--- src/rtl/tl_pkg.sv ---
// Shared encodings for the intersection controller: mode codes, head colours and
// signal phases, plus small helpers for phase order and head colour decode.
package tl_pkg;

    localparam logic [3:0] MODE_OFF   = 4'd0;
    localparam logic [3:0] MODE_INIT  = 4'd1;
    localparam logic [3:0] MODE_ORD   = 4'd2;
    localparam logic [3:0] MODE_BUSY  = 4'd3;
    localparam logic [3:0] MODE_NIGHT = 4'd4;
    localparam logic [3:0] MODE_PAUSE = 4'd5;
    localparam logic [3:0] MODE_LINE  = 4'd6;

    // Head colours are {R,Y,G}.
    localparam logic [2:0] RED  = 3'b100;
    localparam logic [2:0] YEL  = 3'b010;
    localparam logic [2:0] GRN  = 3'b001;
    localparam logic [2:0] DARK = 3'b000;

    typedef enum logic [1:0] {
        MG = 2'd0,
        MY = 2'd1,
        SG = 2'd2,
        SY = 2'd3
    } phase_e;

    function automatic phase_e nextPhase(input phase_e p);
        phase_e n;
        case (p)
            MG:      n = MY;
            MY:      n = SG;
            SG:      n = SY;
            default: n = MG;
        endcase
        return n;
    endfunction

    function automatic logic [2:0] mainColour(input phase_e p);
        logic [2:0] c;
        case (p)
            MG:      c = GRN;
            MY:      c = YEL;
            default: c = RED;
        endcase
        return c;
    endfunction

    function automatic logic [2:0] subColour(input phase_e p);
        logic [2:0] c;
        case (p)
            SG:      c = GRN;
            SY:      c = YEL;
            default: c = RED;
        endcase
        return c;
    endfunction

endpackage

--- src/rtl/phase_timer.sv ---
// Loadable down-counter that times one signal phase; expire marks the tick
// on which the running phase ends.
module phase_timer #(
    parameter int TW = 6
) (
    input  logic          clk,
    input  logic          Reset,
    input  logic          load,
    input  logic [TW-1:0] load_val,
    input  logic          en,
    input  logic          clr,
    output logic [TW-1:0] count,
    output logic          expire
);

    logic [TW-1:0] count_q;
    logic [TW-1:0] count_d;

    // The count never drops below 1 on its own; the owner reloads it on expire.
    always_comb begin
        count_d = count_q;
        if (clr) begin
            count_d = '0;
        end else if (load) begin
            count_d = load_val;
        end else if (en && (count_q > TW'(1))) begin
            count_d = count_q - TW'(1);
        end
    end

    always_ff @(posedge clk or posedge Reset) begin
        if (Reset) begin
            count_q <= '0;
        end else begin
            count_q <= count_d;
        end
    end

    assign count  = count_q;
    assign expire = en && (count_q == TW'(1));

endmodule

--- src/rtl/phase_sequencer.sv ---
// Sequences the main/sub signal heads through MG->MY->SG->SY under the mode
// selected by the controller and reports per-head remaining time.
module phase_sequencer
    import tl_pkg::*;
#(
    parameter int ORD_MG  = 20,
    parameter int ORD_SG  = 15,
    parameter int BUSY_MG = 30,
    parameter int BUSY_SG = 10,
    parameter int YEL_T   = 3,
    parameter int TW      = 6
) (
    input  logic          clk,
    input  logic          Reset,
    input  logic          tick,
    input  logic [3:0]    mode,
    output logic [2:0]    main_light,
    output logic [2:0]    sub_light,
    output logic [TW-1:0] main_rest,
    output logic [TW-1:0] sub_rest,
    output logic [1:0]    phase,
    output logic          phase_end
);

    localparam logic [TW-1:0] ORD_MG_W  = TW'(ORD_MG);
    localparam logic [TW-1:0] ORD_SG_W  = TW'(ORD_SG);
    localparam logic [TW-1:0] BUSY_MG_W = TW'(BUSY_MG);
    localparam logic [TW-1:0] BUSY_SG_W = TW'(BUSY_SG);
    localparam logic [TW-1:0] YEL_W     = TW'(YEL_T);

    localparam int MAX_MG    = (ORD_MG > BUSY_MG) ? ORD_MG : BUSY_MG;
    localparam int MAX_SG    = (ORD_SG > BUSY_SG) ? ORD_SG : BUSY_SG;
    localparam int MAX_GREEN = (MAX_MG > MAX_SG) ? MAX_MG : MAX_SG;

    if (MAX_GREEN + YEL_T >= (1 << TW)) begin : g_width_check
        $error("phase_sequencer: longest green plus YEL_T does not fit in TW bits");
    end

    phase_e        phase_q,     phase_d;
    logic          blink_q,     blink_d;
    logic [2:0]    mainLight_q, mainLight_d;
    logic [2:0]    subLight_q,  subLight_d;
    logic [TW-1:0] mainRest_q,  mainRest_d;
    logic [TW-1:0] subRest_q,   subRest_d;
    logic          phaseEnd_q,  phaseEnd_d;

    logic          timerLoad;
    logic [TW-1:0] timerLoadVal;
    logic          timerEn;
    logic          timerClr;
    logic [TW-1:0] timerCount;
    logic          timerExpire;
    logic [TW-1:0] timerNext;
    logic          running;
    logic          busyPlan;

    assign running  = (mode == MODE_ORD) || (mode == MODE_BUSY);
    assign busyPlan = (mode == MODE_BUSY);
    assign timerEn  = running && tick;

    function automatic logic [TW-1:0] phaseDuration(input phase_e p, input logic busy);
        logic [TW-1:0] d;
        case (p)
            MG:      d = busy ? BUSY_MG_W : ORD_MG_W;
            SG:      d = busy ? BUSY_SG_W : ORD_SG_W;
            default: d = YEL_W;
        endcase
        return d;
    endfunction

    // A head that stays red through the other road's yellow waits that yellow too.
    function automatic logic [TW-1:0] mainRestOf(input phase_e p, input logic [TW-1:0] t);
        return (p == SG) ? t + YEL_W : t;
    endfunction

    function automatic logic [TW-1:0] subRestOf(input phase_e p, input logic [TW-1:0] t);
        return (p == MG) ? t + YEL_W : t;
    endfunction

    phase_timer #(
        .TW(TW)
    ) u_timer (
        .clk      (clk),
        .Reset    (Reset),
        .load     (timerLoad),
        .load_val (timerLoadVal),
        .en       (timerEn),
        .clr      (timerClr),
        .count    (timerCount),
        .expire   (timerExpire)
    );

    always_comb begin
        phase_d      = phase_q;
        blink_d      = blink_q;
        mainLight_d  = mainLight_q;
        subLight_d   = subLight_q;
        mainRest_d   = mainRest_q;
        subRest_d    = subRest_q;
        phaseEnd_d   = 1'b0;
        timerLoad    = 1'b0;
        timerLoadVal = '0;
        timerClr     = 1'b0;
        timerNext    = timerCount;

        case (mode)
            MODE_INIT: begin
                phase_d      = MG;
                timerLoad    = 1'b1;
                timerLoadVal = ORD_MG_W;
                timerNext    = ORD_MG_W;
                mainLight_d  = mainColour(MG);
                subLight_d   = subColour(MG);
                mainRest_d   = mainRestOf(MG, ORD_MG_W);
                subRest_d    = subRestOf(MG, ORD_MG_W);
            end
            MODE_ORD, MODE_BUSY: begin
                // An empty timer means we just arrived from a stopped mode: start MG fresh.
                if (timerCount == '0) begin
                    phase_d      = MG;
                    timerLoad    = 1'b1;
                    timerLoadVal = phaseDuration(MG, busyPlan);
                    timerNext    = timerLoadVal;
                end else if (timerExpire) begin
                    phase_d      = nextPhase(phase_q);
                    timerLoad    = 1'b1;
                    timerLoadVal = phaseDuration(nextPhase(phase_q), busyPlan);
                    timerNext    = timerLoadVal;
                    phaseEnd_d   = 1'b1;
                end else if (tick) begin
                    timerNext = timerCount - TW'(1);
                end
                mainLight_d = mainColour(phase_d);
                subLight_d  = subColour(phase_d);
                mainRest_d  = mainRestOf(phase_d, timerNext);
                subRest_d   = subRestOf(phase_d, timerNext);
            end
            MODE_NIGHT: begin
                phase_d     = MG;
                timerClr    = 1'b1;
                timerNext   = '0;
                blink_d     = blink_q ^ tick;
                mainLight_d = blink_d ? YEL : DARK;
                subLight_d  = blink_d ? YEL : DARK;
                mainRest_d  = '0;
                subRest_d   = '0;
            end
            MODE_PAUSE: begin
            end
            MODE_LINE: begin
                phase_d     = MG;
                timerClr    = 1'b1;
                timerNext   = '0;
                mainLight_d = GRN;
                subLight_d  = RED;
                mainRest_d  = '0;
                subRest_d   = '0;
            end
            default: begin
                phase_d     = MG;
                timerClr    = 1'b1;
                timerNext   = '0;
                blink_d     = 1'b0;
                mainLight_d = DARK;
                subLight_d  = DARK;
                mainRest_d  = '0;
                subRest_d   = '0;
            end
        endcase
    end

    always_ff @(posedge clk or posedge Reset) begin
        if (Reset) begin
            phase_q     <= MG;
            blink_q     <= 1'b0;
            mainLight_q <= DARK;
            subLight_q  <= DARK;
            mainRest_q  <= '0;
            subRest_q   <= '0;
            phaseEnd_q  <= 1'b0;
        end else begin
            phase_q     <= phase_d;
            blink_q     <= blink_d;
            mainLight_q <= mainLight_d;
            subLight_q  <= subLight_d;
            mainRest_q  <= mainRest_d;
            subRest_q   <= subRest_d;
            phaseEnd_q  <= phaseEnd_d;
        end
    end

    assign main_light = mainLight_q;
    assign sub_light  = subLight_q;
    assign main_rest  = mainRest_q;
    assign sub_rest   = subRest_q;
    assign phase      = phase_q;
    assign phase_end  = phaseEnd_q;

endmodule

--- config.mk ---
export PLATFORM = sky130hd
export DESIGN_NAME = phase_sequencer
export DESIGN_NICKNAME = d
export VERILOG_FILES = /design/src/rtl/tl_pkg.sv /design/src/rtl/phase_timer.sv /design/src/rtl/phase_sequencer.sv
export SDC_FILE = /design/constraint.sdc
export NUM_CORES = 1
export LEC_CHECK = 0
export ABC_AREA = 1
export CAP_MARGIN = 30
export CORE_MARGIN = 10
export CORE_UTILIZATION = 23
export DETAILED_ROUTE_END_ITERATION = 8
export PLACE_DENSITY = 0.47
export SLEW_MARGIN = 20
export SYNTH_ARGS = -nofsm -noshare
export SYNTH_HDL_FRONTEND = slang
export SYNTH_SLANG_ARGS = --single-unit
export TNS_END_PERCENT = 100
--- constraint.sdc ---
create_clock -name clk -period 2 [get_ports clk]
set_input_delay 0.2 -clock clk [delete_from_list [all_inputs] [get_ports clk]]
set_output_delay 0.2 -clock clk [all_outputs]
set_load 0.05 [all_outputs]
==> results.md <==
- Switching part of the total: just over 40%
- Global placer's final weighted congestion: approximately 0.86
- Floorplan die area: 0.0138 mm²
- Number of antenna violations at the first check in global routing: 0
- Number of ports placed on the die boundary: 28
- Final routed wire length divided by cell count: roughly 13 µm
- Count of input and output buffers: 27
- Element type at the critical path start: flip-flop
- Total power: 0.00268 W
- Async set-or-reset flop fraction in the synthesized netlist: 100%
- Worst slew pin tran: around 0.62 ns
- Category of the critical setup timing path: flip-flop to flip-flop
- Violations in the final reports: setup timing
- RSZ-0062 raised after global routing: yes
- Chip Height: between 100 and 150 µm
- Post-synth top flop: dfrtp_1
- Final nets: 387
- Number of buffers on the longest clock path: 2
- Proportion of power drawn by flip-flops and latches: between 20 and 25%
- Most area-hungry cell type in the Yosys netlist: dfrtp_1
- Average footprint of a synthesized cell: ~8 µm²
- Number of design-rule violations left by the first detailed-router iteration: slightly above 100
- Placed wire-length estimate: just over 5 mm
- Synthesized cell area: 0.00219 mm²
- Total of fill cells in the finished design: 947
- Clock slew at the register clock pins of the worst setup and hold paths: around 0.11 ns
- Detailed Route WL: ~6.6 mm
- Hold violation total from the final report: 0
- Relative contribution of the clock network to total power: 17.8%
- Aggregate global-route resource usage: a little under a tenth
- Count of flip-flops with a built-in enable after synthesis: 0
- Placement Setup Slack: -0.291 ns
- Data required, critical path: 2.21 ns
- Maximum vdd ir drop: approximately 0.35 mV
- Combinational share of power: 58.1%
- Leading cell types by total area after synthesis: dfrtp_1 32%, nand2_1 13%, inv_1 4.8%, nand3_1 4.8%, ha_1 4.6%
- Final worst-path setup slack: -0.0720 ns
- CTS tree: built
- Total of hold buffers inserted after clock tree synthesis: 0
- Core Rows: 35
- Sequential cell area: roughly 700 µm²
- Shortest period the worst path allows: 2.07 ns
- Clk Latency, worst-skew pair: 0.28 ns
- Final Max Tran Viols: 0
- Count leader, synth: nand2_1
- Syn Nets: slightly below 300
- FF+latch count, synth: 28
- Worst min path class: input port to asynchronous set/reset pin
- Post-detailed-route DRC marker count: 0
- # diodes: 0
- Overall via count from detail_route: roughly 2,100
- Result of the run: complete, but fails checks
- Synth warn: 0
- Internal power contribution: 0.00158 W
- Clock sink count: 28
- DR vias/cell: ~4.3
- Clock tree root driver cell: clkbuf_8
- Cell Pwr Density: roughly 800 mW/mm²
- Worst max-slew margin expressed relative to the limit: between 50% and 60%
- Max-capacitance violation count: 0
- Highest clock rate: ~480 MHz
- Cell types with the highest counts after synthesis: 73 x nand2_1, 28 x dfrtp_1, 28 x inv_1
- Number of H-tree levels: 1
- Portion of the clock cycle consumed by the worst path in the final layout: 104%
- Total CTS buffers: 3
- Fraction of the yosys area taken by sequential cells: 32.0%
- Maximum net fanout on the critical path: 4
- Number of iterations in the first detailed-routing pass: 4
- Type of element capturing the critical path: flip-flop
- Multi-input combinational cell area: ~0.0014 mm²
- Final setup vio count: 7
- Fin Clk Skew: 0.00389 ns
- Net switching power of the design: 0.00109 W
- Pin count of the biggest net entering global routing: 20
- Starting density of the core: between 20% and 30%
- Remaining global-route overflow: 0
- Die extent in x: roughly 120 µm
- Number of global-route vias before repair: approximately 2,100
- First-pass GRT wire length: around 11 mm
- P_leak: 1.60 nW
- Area Overhead vs Synth: 52.9%
- ANT nets after route: 0
- Arr. time, crit path: 2.28 ns
- Share of final-layout standard cells stronger than drive strength 1: roughly two fifths
- Distinct cell type count after synthesis: 38
- Total core area: roughly 0.0092 mm²
- Cells after synthesis: about 270
- Top-area cell type share of the netlist area: between 30% and 40%
metal layers:
metal / global-route usage (%) / wire length [µm]
met5: 0 / 0
met4: 1.85 / 46
met3: 1.53 / 218
met2: 15.7 / 3270
met1: 11.7 / 3040
layout make-up:
cell class | count | area share (%)
Clock inverter | 1 | 0.896
Timing Repair Buffer | 96 | 25.5
Multi-Input combinational cell | 206 | 41.8
Inverter | 37 | 4.74
Tap cell | 129 | 4.82
Sequential cell | 28 | 21.0
Clock buffer | 3 | 1.23
worst max-delay path, cell delays in order, from the launching register on:
cell	delay, ns
dfrtp_1	0.39
inv_2	0.07
buf_6	0.12
buf_6	0.11
ha_4	0.17
buf_4	0.13
a211oi_1	0.44
nor2_4	0.10
nor2_2	0.20
o31ai_1	0.12
o22ai_1	0.14
registers in the layout, summed over array words and instances, names as in the netlist:
name	cells
blink_q	1
main_light	3
main_rest	6
phase	2
phase_end	1
sub_light	3
sub_rest	6
u_timer.count	6
repair_timing:
| action | in CTS | in global routing |
|---|---|---|
| pin swaps | 6 | 25 |
| resized for setup | 8 | 25 |
| setup endpoints to repair | 12 | 17 |
| setup buffers | 10 | 10 |
per-stage QoR:
step / instance area, µm² / cells / setup TNS, ns / util (%) / hold slack, ns
global placement: 3000 / 477 / -2.43 / 32.5 / 0.463
CTS: 3180 / 491 / 0 / 34.5 / 0.289
floorplan: 2200 / 274 / 0 / - / 0.265
detailed placement: 3000 / 477 / -2.74 / 32.5 / 0.466
finish: 3350 / 500 / -0.137 / 36.3 / 0.275
global route: 3350 / 500 / -1.54 / 36.3 / 0.324
power by group through the flow:
| stage | clock network, W | logic, W | registers, W |
|---|---|---|---|
| 4_1_cts | 0.000491 | 0.00136 | 0.000647 |
| 2_1_floorplan | 0 | 0.000719 | 0.000760 |
| 5_1_grt | 0.000506 | 0.00169 | 0.000652 |
| 6_report | 0.000476 | 0.00156 | 0.000646 |
| 3_5_place_dp | 0 | 0.00128 | 0.000657 |
| 3_3_place_gp | 0 | 0.00128 | 0.000658 |
cells in the final DEF (no fill, tap or decap), drive strengths merged:
cell type and instances:
o21ai 18, nand4 2, buf 69, nand3 30, nand2 86, nor3 3, nor4 1, bufinv 1
o31ai 3, o2111ai 1, o22ai 1, clkdlybuf4s50 27, ha 8, a211oi 1, nor2 27, clkbuf 3
xor2 3, xnor2 1, inv 37, or2 1, dfrtp 28, o211ai 7, a21oi 13
logic make-up after synthesis:
kind of cell	Yosys count	share of synthesized area, %
compound gates	44	15.0
xor+xnor	4	1.94
fa+ha+maj	8	4.57
buf+inv	40	8.73
flops	28	32.0
simple gates	150	37.8
path summary, 6_finish.rpt:
path	slack [ns]	from	endpoint	cells after the start
max	-0.07	u_timer.count[1]$_DFFE_PP0P_	u_timer.count[3]$_DFFE_PP0P_	10
min	0.28	Reset	main_light[2]$_DFFE_PP0N_	2
max reg2reg	-0.07	u_timer.count[1]$_DFFE_PP0P_	u_timer.count[3]$_DFFE_PP0P_	10
min reg2reg	0.49	sub_rest[3]$_DFFE_PP0N_	sub_rest[3]$_DFFE_PP0N_	2
max in group asynchronous	1.22	Reset	sub_rest[5]$_DFFE_PP0N_	3
min in group clk	0.49	sub_rest[3]$_DFFE_PP0N_	sub_rest[3]$_DFFE_PP0N_	2
No activity file was read; power rests on OpenSTA's default activity.
